$ cat src/rtl/src_cu_pkg.sv
// Shared types for the SRC hardwired control unit: control-strobe bundle,
// T-step state encoding, opcode values and opcode-class helpers.
package src_cu_pkg;

    localparam int OPW = 5;

    typedef struct packed {
        logic       PCout;
        logic       PCin;
        logic       MAin;
        logic       INC4;
        logic       Cin;
        logic       Cout;
        logic       Ain;
        logic       Read;
        logic       Write;
        logic       Wait;
        logic       MDout;
        logic       MDbus;
        logic       IRin;
        logic       c1out;
        logic       c2out;
        logic       Gra;
        logic       Grb;
        logic       Grc;
        logic       Rout;
        logic       Rin;
        logic       BAout;
        logic       CONin;
        logic [1:0] alu_op;
    } ctrl_t;

    localparam logic [OPW-1:0] OP_NOP  = 5'd0;
    localparam logic [OPW-1:0] OP_LD   = 5'd1;
    localparam logic [OPW-1:0] OP_ST   = 5'd3;
    localparam logic [OPW-1:0] OP_LA   = 5'd5;
    localparam logic [OPW-1:0] OP_BR   = 5'd8;
    localparam logic [OPW-1:0] OP_ADD  = 5'd12;
    localparam logic [OPW-1:0] OP_ADDI = 5'd13;
    localparam logic [OPW-1:0] OP_SUB  = 5'd14;
    localparam logic [OPW-1:0] OP_AND  = 5'd20;
    localparam logic [OPW-1:0] OP_OR   = 5'd22;
    localparam logic [OPW-1:0] OP_STOP = 5'd31;

    localparam logic [1:0] ALU_ADD = 2'd0;
    localparam logic [1:0] ALU_SUB = 2'd1;
    localparam logic [1:0] ALU_AND = 2'd2;
    localparam logic [1:0] ALU_OR  = 2'd3;

    // Bit 3 is the "running" flag and bits 2:0 are the T-step index.
    typedef enum logic [3:0] {
        S_HALT = 4'b0000,
        S_T0   = 4'b1000,
        S_T1   = 4'b1001,
        S_T2   = 4'b1010,
        S_T3   = 4'b1011,
        S_T4   = 4'b1100,
        S_T5   = 4'b1101,
        S_T6   = 4'b1110,
        S_T7   = 4'b1111
    } state_e;

    function automatic logic is_alu_op(input logic [OPW-1:0] op);
        return (op == OP_ADD) || (op == OP_ADDI) || (op == OP_SUB) ||
               (op == OP_AND) || (op == OP_OR);
    endfunction

    function automatic logic is_addr_op(input logic [OPW-1:0] op);
        return (op == OP_LA) || (op == OP_LD) || (op == OP_ST);
    endfunction

    function automatic logic is_defined(input logic [OPW-1:0] op);
        return is_alu_op(op) || is_addr_op(op) || (op == OP_BR) ||
               (op == OP_NOP) || (op == OP_STOP);
    endfunction

    function automatic logic [1:0] alu_sel(input logic [OPW-1:0] op);
        logic [1:0] sel;
        case (op)
            OP_SUB:  sel = ALU_SUB;
            OP_AND:  sel = ALU_AND;
            OP_OR:   sel = ALU_OR;
            default: sel = ALU_ADD;
        endcase
        return sel;
    endfunction

endpackage

$ cat src/rtl/src_cu_if.sv
// Opcode/flag inputs and strobe/status outputs of the control unit.
// The illegal flag exists only when SRC_CU_ILLEGAL_TRAP_EN is defined.
interface src_cu_if;
    import src_cu_pkg::*;

    logic [OPW-1:0] opcode;
    logic           start;
    logic           con;
    logic           mem_done;
    ctrl_t          ctrl;
    logic           run;
    logic [2:0]     step;
`ifdef SRC_CU_ILLEGAL_TRAP_EN
    logic           illegal;
`endif

    modport master (
        output opcode, start, con, mem_done,
`ifdef SRC_CU_ILLEGAL_TRAP_EN
        input  illegal,
`endif
        input  ctrl, run, step
    );

    modport slave (
        input  opcode, start, con, mem_done,
`ifdef SRC_CU_ILLEGAL_TRAP_EN
        output illegal,
`endif
        output ctrl, run, step
    );

endinterface

$ cat src/rtl/src_cu_decode.sv
// Pure combinational strobe decode from (T-step, opcode); con only gates
// the conditional PCin of a branch.
module src_cu_decode
    import src_cu_pkg::*;
(
    input  state_e         i_state,
    input  logic [OPW-1:0] i_opcode,
    input  logic           i_con,
    output ctrl_t          o_ctrl
);

    // Strobe table per step; anything not named stays low.
    always_comb begin
        o_ctrl = '0;
        case (i_state)
            S_T0: begin
                o_ctrl.PCout = 1'b1; o_ctrl.MAin = 1'b1;
                o_ctrl.INC4  = 1'b1; o_ctrl.Cin  = 1'b1;
            end
            S_T1: begin
                o_ctrl.Read = 1'b1; o_ctrl.Cout = 1'b1;
                o_ctrl.PCin = 1'b1; o_ctrl.Wait = 1'b1;
            end
            S_T2: begin
                o_ctrl.MDout = 1'b1; o_ctrl.IRin = 1'b1;
            end
            S_T3: begin
                if (is_alu_op(i_opcode)) begin
                    o_ctrl.Grb = 1'b1; o_ctrl.Rout = 1'b1; o_ctrl.Ain = 1'b1;
                end else if (is_addr_op(i_opcode)) begin
                    o_ctrl.Grb = 1'b1; o_ctrl.BAout = 1'b1; o_ctrl.Ain = 1'b1;
                end else if (i_opcode == OP_BR) begin
                    o_ctrl.Grc = 1'b1; o_ctrl.Rout = 1'b1; o_ctrl.CONin = 1'b1;
                end else begin
                    o_ctrl = '0;
                end
            end
            S_T4: begin
                if (is_alu_op(i_opcode)) begin
                    if (i_opcode == OP_ADDI) begin
                        o_ctrl.c2out = 1'b1;
                    end else begin
                        o_ctrl.Grc = 1'b1; o_ctrl.Rout = 1'b1;
                    end
                    o_ctrl.alu_op = alu_sel(i_opcode);
                    o_ctrl.Cin    = 1'b1;
                end else if (is_addr_op(i_opcode)) begin
                    o_ctrl.c2out  = 1'b1;
                    o_ctrl.alu_op = ALU_ADD;
                    o_ctrl.Cin    = 1'b1;
                end else if (i_opcode == OP_BR) begin
                    o_ctrl.Grb  = 1'b1; o_ctrl.Rout = 1'b1;
                    o_ctrl.PCin = i_con;
                end else begin
                    o_ctrl = '0;
                end
            end
            S_T5: begin
                if (is_alu_op(i_opcode) || (i_opcode == OP_LA)) begin
                    o_ctrl.Cout = 1'b1; o_ctrl.Gra = 1'b1; o_ctrl.Rin = 1'b1;
                end else if ((i_opcode == OP_LD) || (i_opcode == OP_ST)) begin
                    o_ctrl.Cout = 1'b1; o_ctrl.MAin = 1'b1;
                end else begin
                    o_ctrl = '0;
                end
            end
            S_T6: begin
                if (i_opcode == OP_LD) begin
                    o_ctrl.Read = 1'b1; o_ctrl.Wait = 1'b1;
                end else if (i_opcode == OP_ST) begin
                    o_ctrl.Gra = 1'b1; o_ctrl.Rout = 1'b1; o_ctrl.MDbus = 1'b1;
                end else begin
                    o_ctrl = '0;
                end
            end
            S_T7: begin
                if (i_opcode == OP_LD) begin
                    o_ctrl.MDout = 1'b1; o_ctrl.Gra = 1'b1; o_ctrl.Rin = 1'b1;
                end else if (i_opcode == OP_ST) begin
                    o_ctrl.Write = 1'b1; o_ctrl.Wait = 1'b1;
                end else begin
                    o_ctrl = '0;
                end
            end
            default: o_ctrl = '0;
        endcase
    end

endmodule

$ cat src/rtl/src_control_unit.sv
// SRC hardwired timing-step controller: HALT plus T0..T7 sequencing.
// Optional trap on undefined opcodes via SRC_CU_ILLEGAL_TRAP_EN.
module src_control_unit
    import src_cu_pkg::*;
(
    input  logic    clk,
    input  logic    rst,
    src_cu_if.slave bus
);

    state_e r_state;
    state_e w_next;
    ctrl_t  w_ctrl;

    // State register; reset abandons any step, including a pending handshake.
    always_ff @(posedge clk or negedge rst) begin
        if (!rst) begin
            r_state <= S_HALT;
        end else begin
            r_state <= w_next;
        end
    end

    // Next-state: wait steps hold until mem_done, execute path depends on opcode.
    always_comb begin
        w_next = r_state;
        case (r_state)
            S_HALT: if (bus.start) w_next = S_T0; else w_next = S_HALT;
            S_T0:   w_next = S_T1;
            S_T1:   if (bus.mem_done) w_next = S_T2; else w_next = S_T1;
            S_T2:   w_next = S_T3;
            S_T3: begin
                if (bus.opcode == OP_STOP) begin
                    w_next = S_HALT;
                end else if (bus.opcode == OP_NOP) begin
                    w_next = S_T0;
                end else if (is_defined(bus.opcode)) begin
                    w_next = S_T4;
                end else begin
`ifdef SRC_CU_ILLEGAL_TRAP_EN
                    w_next = S_HALT;
`else
                    w_next = S_T0;
`endif
                end
            end
            S_T4: if (bus.opcode == OP_BR) w_next = S_T0; else w_next = S_T5;
            S_T5: begin
                if ((bus.opcode == OP_LD) || (bus.opcode == OP_ST)) w_next = S_T6;
                else w_next = S_T0;
            end
            S_T6: begin
                if ((bus.opcode == OP_LD) && !bus.mem_done) w_next = S_T6;
                else w_next = S_T7;
            end
            S_T7: begin
                if ((bus.opcode == OP_ST) && !bus.mem_done) w_next = S_T7;
                else w_next = S_T0;
            end
            default: w_next = S_HALT;
        endcase
    end

    src_cu_decode u_decode (
        .i_state  (r_state),
        .i_opcode (bus.opcode),
        .i_con    (bus.con),
        .o_ctrl   (w_ctrl)
    );

`ifdef SRC_CU_ILLEGAL_TRAP_EN
    logic r_illegal;

    // Sticky trap flag: set on an undefined opcode at T3, cleared by restart.
    always_ff @(posedge clk or negedge rst) begin
        if (!rst) begin
            r_illegal <= 1'b0;
        end else if ((r_state == S_HALT) && bus.start) begin
            r_illegal <= 1'b0;
        end else if ((r_state == S_T3) && !is_defined(bus.opcode)) begin
            r_illegal <= 1'b1;
        end else begin
            r_illegal <= r_illegal;
        end
    end
`endif

    // Outputs: run/step straight from the state encoding, strobes from decode.
    always_comb begin
        bus.ctrl = w_ctrl;
        bus.run  = r_state[3];
        bus.step = r_state[2:0];
`ifdef SRC_CU_ILLEGAL_TRAP_EN
        bus.illegal = r_illegal;
`endif
    end

endmodule

$ cat src/flat_wrapper.sv
// flat-port wrapper written by rule: the top's interface ports become plain ports
module src_control_unit_flat import src_cu_pkg::*;
  (clk, rst, bus_opcode, bus_start, bus_con, bus_mem_done, bus_ctrl, bus_run, bus_step);
  src_cu_if bus_i ();
  input  logic clk;
  input  logic rst;
  input wire logic [$bits(bus_i.opcode)-1:0] bus_opcode;
  input wire logic [$bits(bus_i.start)-1:0] bus_start;
  input wire logic [$bits(bus_i.con)-1:0] bus_con;
  input wire logic [$bits(bus_i.mem_done)-1:0] bus_mem_done;
  output wire logic [$bits(bus_i.ctrl)-1:0] bus_ctrl;
  output wire logic [$bits(bus_i.run)-1:0] bus_run;
  output wire logic [$bits(bus_i.step)-1:0] bus_step;
  assign bus_i.opcode = bus_opcode;
  assign bus_i.start = bus_start;
  assign bus_i.con = bus_con;
  assign bus_i.mem_done = bus_mem_done;
  assign bus_ctrl = bus_i.ctrl;
  assign bus_run = bus_i.run;
  assign bus_step = bus_i.step;
  src_control_unit u_core (.clk(clk), .rst(rst), .bus(bus_i));
endmodule
$ cat config.mk
export PLATFORM = sky130hd
export DESIGN_NAME = src_control_unit_flat
export DESIGN_NICKNAME = d
export VERILOG_FILES = /design/src/rtl/src_cu_pkg.sv /design/src/rtl/src_cu_if.sv /design/src/rtl/src_cu_decode.sv /design/src/rtl/src_control_unit.sv /design/src/flat_wrapper.sv
export SDC_FILE = /design/constraint.sdc
export NUM_CORES = 1
export LEC_CHECK = 0
export ABC_AREA = 1
export ABC_CLOCK_PERIOD_IN_PS = 1800
export CAP_MARGIN = 20
export CORE_MARGIN = 8
export CORE_UTILIZATION = 35
export CTS_CLUSTER_SIZE = 24
export DETAILED_ROUTE_END_ITERATION = 16
export PLACE_DENSITY = 0.83
export SYNTH_ARGS = -nofsm -noshare
export SYNTH_HDL_FRONTEND = slang
export SYNTH_SLANG_ARGS = --single-unit
$ cat constraint.sdc
create_clock -name clk -period 1.8 [get_ports clk]
set_input_delay 0.54 -clock clk [delete_from_list [all_inputs] [get_ports clk]]
set_output_delay 0.54 -clock clk [all_outputs]
set_load 0.05 [all_outputs]
==> impl_metrics.json, run 1 <==
{
  "syn_area_sq_um": 634.4,
  "synthesis.nets": 130,
  "first-error": "[ERROR DPL-0038] Utilization greater than 100%, impossible to legalize",
  "cts_resized": 99,
  "initial_core_util_pct": 37.14,
  "yosys_warnings": 0,
  "io_pins": 38,
  "synth-compound-area-share_pct": 5.720,
  "cts_buffers": 3,
  "ctsHoldBuffers": 0,
  "die_h_microns": 58.57,
  "ys_ff_latch": 4,
  "synth_xor_area_share_pct": 0,
  "lastStage": "clock tree synthesis",
  "synth-adder-area-share_pct": 0,
  "ys_seq_area_share_pct": 15.78,
  "dieWidth_microns": 58.57,
  "outcome": "did not finish",
  "cts_buffer_depth": 2,
  "cts_setup_buffers": 13,
  "port_buffers": 36,
  "num_rows": 15,
  "dpl-instance-area_sq_um": 1630,
  "gp_congestion": 0.8954,
  "synth_top_family_by_area": "simple AND/OR/NAND/NOR gates",
  "synth.distinct_cells": 21,
  "post-dp-hpwl_mm": 2.687,
  "cts_sinks": 4,
  "syn_area_per_cell_sq_um": 5.286,
  "htreeDepth": 1,
  "synthSimpleGateAreaFrac_pct": 61.34,
  "root_buffer": "clkbuf_4",
  "synthCells": 120,
  "dp_slack_ps": -798.1,
  "synth_mux_area_share_pct": 0
}
==> cells in the mapped netlist <==
library cell / n / area (sq um)
a21oi_1: 3 / 15.01
buf_4: 2 / 15.01
conb_1: 1 / 3.750
dfrtp_1: 4 / 100.1
inv_1: 22 / 82.58
inv_2: 2 / 7.510
nand2_1: 37 / 138.9
nand2_2: 4 / 25.02
nand3_1: 12 / 60.06
nand3_2: 1 / 10.01
nand3b_1: 1 / 7.510
nand4_1: 1 / 6.260
nor2_1: 17 / 63.81
nor2_2: 4 / 25.02
nor2_4: 1 / 11.26
nor3_1: 1 / 5.000
nor3_2: 2 / 20.02
nor3_4: 1 / 16.27
o21ai_0: 2 / 10.01
o21ai_1: 1 / 5.000
o22ai_1: 1 / 6.260
==> kinds of logic after synthesis <==
family | after synthesis
and+or+nand+nor | 82
buffers and inverters | 26
AOI/OAI and AO/OA | 7
DFF | 4
other | 1
==> through the flow <==
stage,hold slack (ps),std cells,setup TNS [ps]
after floorplan,244.4,120,-1826
after detailed placement,667.9,202,-14560
after global placement,641.2,202,-12690
==> run 2, diff against run 1 <==
--- a/config.mk
+++ b/config.mk
@@ -8,11 +8,10 @@
 export ABC_AREA = 1
 export ABC_CLOCK_PERIOD_IN_PS = 1800
 export CAP_MARGIN = 20
-export CORE_MARGIN = 8
-export CORE_UTILIZATION = 35
-export CTS_CLUSTER_SIZE = 24
+export CORE_AREA = 8 8 69 71
 export DETAILED_ROUTE_END_ITERATION = 16
-export PLACE_DENSITY = 0.83
+export DIE_AREA = 0 0 77 79
+export PLACE_DENSITY_LB_ADDON = 0.15
 export SYNTH_ARGS = -nofsm -noshare
 export SYNTH_HDL_FRONTEND = slang
 export SYNTH_SLANG_ARGS = --single-unit
==> run 2 against run 1 <==
Against the previous run: the flow now finishes, with violations (negative setup slack); area after synthesis is the same; synthesized cell count did not move.
==> impl_metrics.json, run 2 <==
{
  "outcome": "finished with violations",
  "failed_checks": "negative setup slack",
  "synth_common_cells": "nand2_1, inv_1, nor2_1, nand3_1",
  "drv_cap": 0,
  "synth_area_leaders": "nand2_1, dfrtp_1, inv_1",
  "num_rows": 23,
  "wl_per_cell_microns": 12.41,
  "drt-pass1-iter-count": 4,
  "cts_buffer_depth": 2,
  "cts_tree": "built",
  "crit_slowest_cell": "buf_4",
  "p_int_w": 0.001390,
  "largest_registers": "u_core.r_state: 4 flops",
  "path_cells": "buf_8 -> buf_6 -> nor2_4 -> nand2_2 -> nand2_4 -> nand2_8 -> buf_4 -> nand2_2 -> nor2_4 -> buf_12",
  "synthArstFlopShare_pct": 100.0,
  "regMostFlops": "u_core.r_state",
  "finalSetupViolCount": 22,
  "grt_pass1_wl_mm": 5.299,
  "grt_pass1_vias": 1133,
  "fin_crit_ps": 2045,
  "synth.most_common_cell": "nand2_1",
  "synth_edf_count": 0,
  "syn2layout_area_growth_pct": 233.1,
  "dieWidth_microns": 77,
  "critPathCaptureType": "output pin",
  "diodes": 0,
  "crit_required_ps": 1260,
  "clk_pin_slew_ps": 30,
  "p_seq_share_pct": 6.9,
  "drc_errors": 0,
  "drt_iter0_markers": 44,
  "cts_sinks": 4,
  "largest_reg_flops": 4,
  "finalHoldViolations": 0,
  "dieArea_sq_um": 6083,
  "cp.arrival_ps": 1500,
  "finalCritPeriodShare_pct": 113.6,
  "wl_met3_microns": 250,
  "hold_class": "input port to async pin",
  "comb_power_share_pct": 86.2,
  "vias": 1038,
  "root_buffer": "clkbuf_8",
  "initial_core_util_pct": 16.70,
  "rsz0062_at_grt": "yes",
  "core-area_sq_um": 3799,
  "syn_area_per_cell_sq_um": 5.286,
  "power_switching_w": 0.001391,
  "viasPerCell": 4.202,
  "io_pins": 38,
  "peakVddDrop_uv": 856.0,
  "final_cell_mix": "buf_4, buf_12, nor2_4",
  "p_sw_share_pct": 50.01,
  "layout.nets": 209,
  "critPathMaxFanout": 5,
  "synth-main-ff-cell": "dfrtp_1",
  "fmax_mhz": 489.1,
  "gp_congestion": 0.7601,
  "r2r_start": "u_core.r_state[0]$_DFF_PN0_",
  "antenna_left": 0,
  "finClkSkew_ps": 5.208,
  "post-dp-hpwl_mm": 2.350,
  "grt_util_all_layers_pct": 10.26,
  "cts_buffers": 3,
  "drt_wl_total_mm": 3.066,
  "drt-met1-wl_mm": 1.081,
  "max_stage_delay_ps": 140,
  "ctsHoldBuffers": 0,
  "clk_latency_ps": 220,
  "worst_slack_ps": -244.7,
  "htreeDepth": 1,
  "p_leak_nw": 0.9906,
  "yosys_warnings": 0,
  "grt-ovfl-total": 0,
  "synth_top_area_share_pct": 21.89,
  "drive_above_1_share_pct": 78.17,
  "dpl-instance-area_sq_um": 1677,
  "power.density_nw_per_um2": 1316,
  "wl_met2_mm": 1.734,
  "synth.distinct_cells": 21,
  "ys_seq_area_share_pct": 15.78,
  "ys_ff_latch": 4,
  "synthesis.nets": 130,
  "crit_start": "bus_opcode[3]",
  "clock_power_share_pct": 6.8,
  "die_h_microns": 79,
  "crit_type": "input port to output pin",
  "synth_top_area_cell": "nand2_1",
  "grt_max_degree": 7,
  "critPathLaunchType": "input port",
  "highest_layer": "met3",
  "final_cell_area_sq_um": 2113,
  "antenna_found_initial": 0,
  "slew_viol_final": 0,
  "power_w": 0.002782,
  "final_common_cell": "buf_4",
  "syn_area_sq_um": 634.4,
  "synthCells": 120,
  "port_buffers": 36
}
==> run 2: kinds of logic (layout without fill, tap and decap cells) <==
logic type | after synthesis | after routing | share of synthesized area, %
compound gates | 7 | 7 | 5.719
other cells | 1 | 1 | 0.5911
simple gates | 82 | 82 | 61.34
buf+inv | 26 | 103 | 16.57
flops | 4 | 4 | 15.78
==> run 2: final timing paths <==
| check | end | slack (ps) | cells past startpoint |
|---|---|---|---|
| setup / recovery | bus_ctrl[2] | -240 | 10 |
| setup reg to reg | u_core.r_state[3]$_DFF_PN0_ | 500 | 6 |
| min in group clk | u_core.r_state[3]$_DFF_PN0_ | 710 | 3 |
| hold reg to reg | u_core.r_state[3]$_DFF_PN0_ | 710 | 3 |
| max in group asynchronous | u_core.r_state[1]$_DFF_PN0_ | 1080 | 1 |
| hold / removal | u_core.r_state[3]$_DFF_PN0_ | 530 | 1 |
==> run 2: power groups by stage <==
stage          Combinational, W  Clock (W)  Sequential [W]
2_1_floorplan           0.00100          0        0.000284
3_3_place_gp            0.00215          0        0.000182
3_5_place_dp            0.00217          0        0.000185
4_1_cts                 0.00230   0.000195        0.000188
5_1_grt                 0.00253   0.000202        0.000201
6_report                0.00240   0.000190        0.000193
==> run 2: critical path, delay by kind of cell <==
family / cells / cell delay [ps]
buffers and inverters: 4 / 500
and+or+nand+nor: 6 / 460
==> run 2: timing repair <==
action,4_1_cts,5_1_grt
endpoints found under the setup margin,25,23
setup buffers,9,8
pin swaps,21,22
gates resized for setup,73,29
==> run 2: layer usage <==
metal	vias up	GRT usage, %
met5	-	0
met3	0	4.176
met1	480	10.82
li1	522	-
met4	0	1.321
met2	36	19.20
==> run 2: final cells by class <==
| cell class | instances | area, sq um |
|---|---|---|
| clock buffers | 3 | 41.29 |
| fillers | 337 | 1685 |
| inverters | 24 | 102.6 |
| multi-input cells | 90 | 838.3 |
| flip-flops and latches | 4 | 105.1 |
| well taps | 50 | 62.56 |
| repair buffers | 76 | 963.4 |
==> run 2: through the flow <==
stage | setup WS, ps | TNS (ps) | instances | util (%) | hold slack [ps]
2_1_floorplan | -130.2 | -1826 | 120 | - | 244.4
3_3_place_gp | -736.6 | -13890 | 229 | 44.14 | 649.7
3_5_place_dp | -761.9 | -14370 | 229 | 44.14 | 678.4
4_1_cts | -260.6 | -4086 | 240 | 51.25 | 528.3
5_1_grt | -298.4 | -5126 | 247 | 55.63 | 530.7
6_report | -244.7 | -3790 | 247 | 55.63 | 527.6
Note: power is estimated with default switching activity, not from simulation.
==> run 3, diff against run 2 <==
--- a/config.mk
+++ b/config.mk
@@ -6,12 +6,13 @@
 export NUM_CORES = 1
 export LEC_CHECK = 0
 export ABC_AREA = 1
-export ABC_CLOCK_PERIOD_IN_PS = 1800
+export ABC_CLOCK_PERIOD_IN_PS = 2100
 export CAP_MARGIN = 20
 export CORE_AREA = 8 8 69 71
 export DETAILED_ROUTE_END_ITERATION = 16
 export DIE_AREA = 0 0 77 79
 export PLACE_DENSITY_LB_ADDON = 0.15
+export SLEW_MARGIN = 40
 export SYNTH_ARGS = -nofsm -noshare
 export SYNTH_HDL_FRONTEND = slang
 export SYNTH_SLANG_ARGS = --single-unit
==> constraint.sdc (replaced) <==
create_clock -name clk -period 2.1 [get_ports clk]
set_input_delay 0.63 -clock clk [delete_from_list [all_inputs] [get_ports clk]]
set_output_delay 0.63 -clock clk [all_outputs]
set_load 0.05 [all_outputs]
==> run 3 against run 2 <==
Against the previous run: the flow still finishes with violations (negative setup slack); first-iteration DRC count is 48% lower; combinational power down 28%; non-clock buffer count is 20 lower; power decreased by 26%; via count down 4.8%; count of clock-buffer cells in the layout unchanged; die area unchanged; clock skew fell by 1.6 ps; critical endpoint is now bus_ctrl[5]; largest cell class unchanged.
==> impl_metrics.json, run 3 (same netlist as run 2, synthesis figures left out) <==
{
  "power_w": 0.002046,
  "cts_buffers": 3,
  "die_h_microns": 79,
  "grt-ovfl-total": 0,
  "drv_cap": 0,
  "gp_congestion": 0.8333,
  "htreeDepth": 1,
  "cts_sinks": 4,
  "drt-pass1-iter-count": 4,
  "layout.nets": 189,
  "path_cells": "buf_8 -> inv_2 -> nor2_2 -> nand2_2 -> nand2_4 -> nand2_1 -> nor2_1 -> nor2_1 -> nand2_2 -> buf_12",
  "fill_cells": 354,
  "grt_pass1_vias": 985,
  "hold_slack_ps": 569.8,
  "hp-start": "u_core.r_state[3]$_DFF_PN0_",
  "ctsHoldBuffers": 0,
  "fin_crit_ps": 2230,
  "utilization_pct": 48.29,
  "dieWidth_microns": 77,
  "cts_tree": "built",
  "drt_iter0_markers": 23,
  "grt_util_all_layers_pct": 9.452,
  "finClkSkew_ps": 3.648,
  "dp_slack_ps": -629.7,
  "peakVddDrop_uv": 758.9,
  "grt_max_degree": 8,
  "outcome": "finished with violations",
  "crit_type": "input port to output pin",
  "diodes": 0,
  "failed_checks": "negative setup slack",
  "initial_core_util_pct": 16.70,
  "crit_start": "bus_opcode[2]",
  "max_stage_delay_ps": 150,
  "p_seq_share_pct": 7.9,
  "cp.arrival_ps": 1600,
  "largest_reg_flops": 4,
  "cts_buffer_depth": 2,
  "critPathCaptureType": "output pin",
  "core-area_sq_um": 3799,
  "syn2layout_area_growth_pct": 189.2,
  "largest_registers": "u_core.r_state: 4 flops",
  "post-dp-hpwl_mm": 2.244,
  "regMostFlops": "u_core.r_state",
  "final_cell_mix": "buf_12, buf_4, nand2_4",
  "viasPerCell": 4.352,
  "fmax_mhz": 448.5,
  "fin_tns_setup_ps": -1102,
  "root_buffer": "clkbuf_8",
  "vias": 988,
  "wl_per_cell_microns": 13.68,
  "p_leak_nw": 0.9111,
  "clock_power_share_pct": 7.9,
  "dieArea_sq_um": 6083,
  "p_int_w": 0.0009455,
  "power.density_nw_per_um2": 1115,
  "drc_errors": 0,
  "clk_pin_slew_ps": 30,
  "slew_viol_final": 0,
  "drive_above_1_share_pct": 72.32,
  "p_sw_share_pct": 53.78,
  "crit_required_ps": 1470,
  "finalHoldViolations": 0,
  "antenna_found_initial": 0,
  "finalCritPeriodShare_pct": 106.2,
  "comb_power_share_pct": 84.3,
  "final_common_cell": "buf_12",
  "drt_wl_total_mm": 3.106,
  "crit_slowest_cell": "buf_12",
  "clk_latency_ps": 220,
  "io_pins": 38,
  "finalSetupViolCount": 18,
  "num_rows": 23,
  "critPathLaunchType": "input port",
  "critPathMaxFanout": 3,
  "r2r_start": "u_core.r_state[1]$_DFF_PN0_",
  "power_switching_w": 0.001100,
  "worst_slack_ps": -129.5,
  "port_buffers": 36,
  "antenna_left": 0,
  "hold_class": "flop to flop",
  "grt_pass1_wl_mm": 4.740,
  "rsz0062_at_grt": "yes"
}
## run 3: cell types whose count changed in the layout (fill, tap and decap cells not counted), sizes merged
cell	previous run	this run
buf	71	52
inv	22	23
clkbuf	4	3
clkinvlp	2	1
## run 3: final cells by class
cell class                      instances  area [sq um]  share of cell area [%]
Tap cell                               50         62.56                   3.411
Sequential cell                         4         105.1                   5.730
Inverter                               24         101.3                   5.525
Multi-Input combinational cell         90         750.7                   40.93
Timing Repair Buffer                   56         773.2                   42.16
Clock buffer                            3         41.29                   2.251
## run 3: power groups by stage
| stage | Combinational (W) | Sequential, W | Clock, W |
|---|---|---|---|
| after floorplan | 0.000770 | 0.000241 | 0 |
| after global placement | 0.00156 | 0.000155 | 0 |
| after detailed placement | 0.00157 | 0.000157 | 0 |
| after CTS | 0.00166 | 0.000160 | 0.000167 |
| after global routing | 0.00181 | 0.000169 | 0.000171 |
| final | 0.00172 | 0.000161 | 0.000161 |
## run 3: critical path: cells and delay by family
kind / cells / cell delay [ps]
buf+inv: 3 / 350
simple gates: 7 / 620
## run 3: timing repair
| action | in CTS | in global routing |
|---|---|---|
| buffers inserted | 5 | 5 |
| pin swaps | 17 | 21 |
| setup endpoints to repair | 20 | 18 |
| resized for setup | 75 | 37 |
## run 3: worst paths after layout
check	endpoint	slack (ps)	depth (start not counted)
worst max register to register	u_core.r_state[2]$_DFF_PN0_	820	8
worst min-delay path	u_core.r_state[3]$_DFF_PN0_	570	2
worst max-delay path	bus_ctrl[5]	-130	10
worst min register to register	u_core.r_state[3]$_DFF_PN0_	570	2
max in group asynchronous	u_core.r_state[1]$_DFF_PN0_	1310	1
min in group asynchronous	u_core.r_state[2]$_DFF_PN0_	610	1
## run 3: metal layers
layer / part of all wire, % / vias up / global-route usage (%)
met5: 0 / - / 0
met4: 0.87 / 0 / 2.830
met3: 6.1 / 4 / 3.160
met2: 56 / 33 / 17.50
met1: 37 / 471 / 9.941
li1: - / 480 / -
## run 3: stage by stage
step / instances / area, sq um
after floorplan: 120 / 704.4
after global placement: 215 / 1415
after detailed placement: 215 / 1415
after CTS: 222 / 1648
after global routing: 227 / 1834
final: 227 / 1834
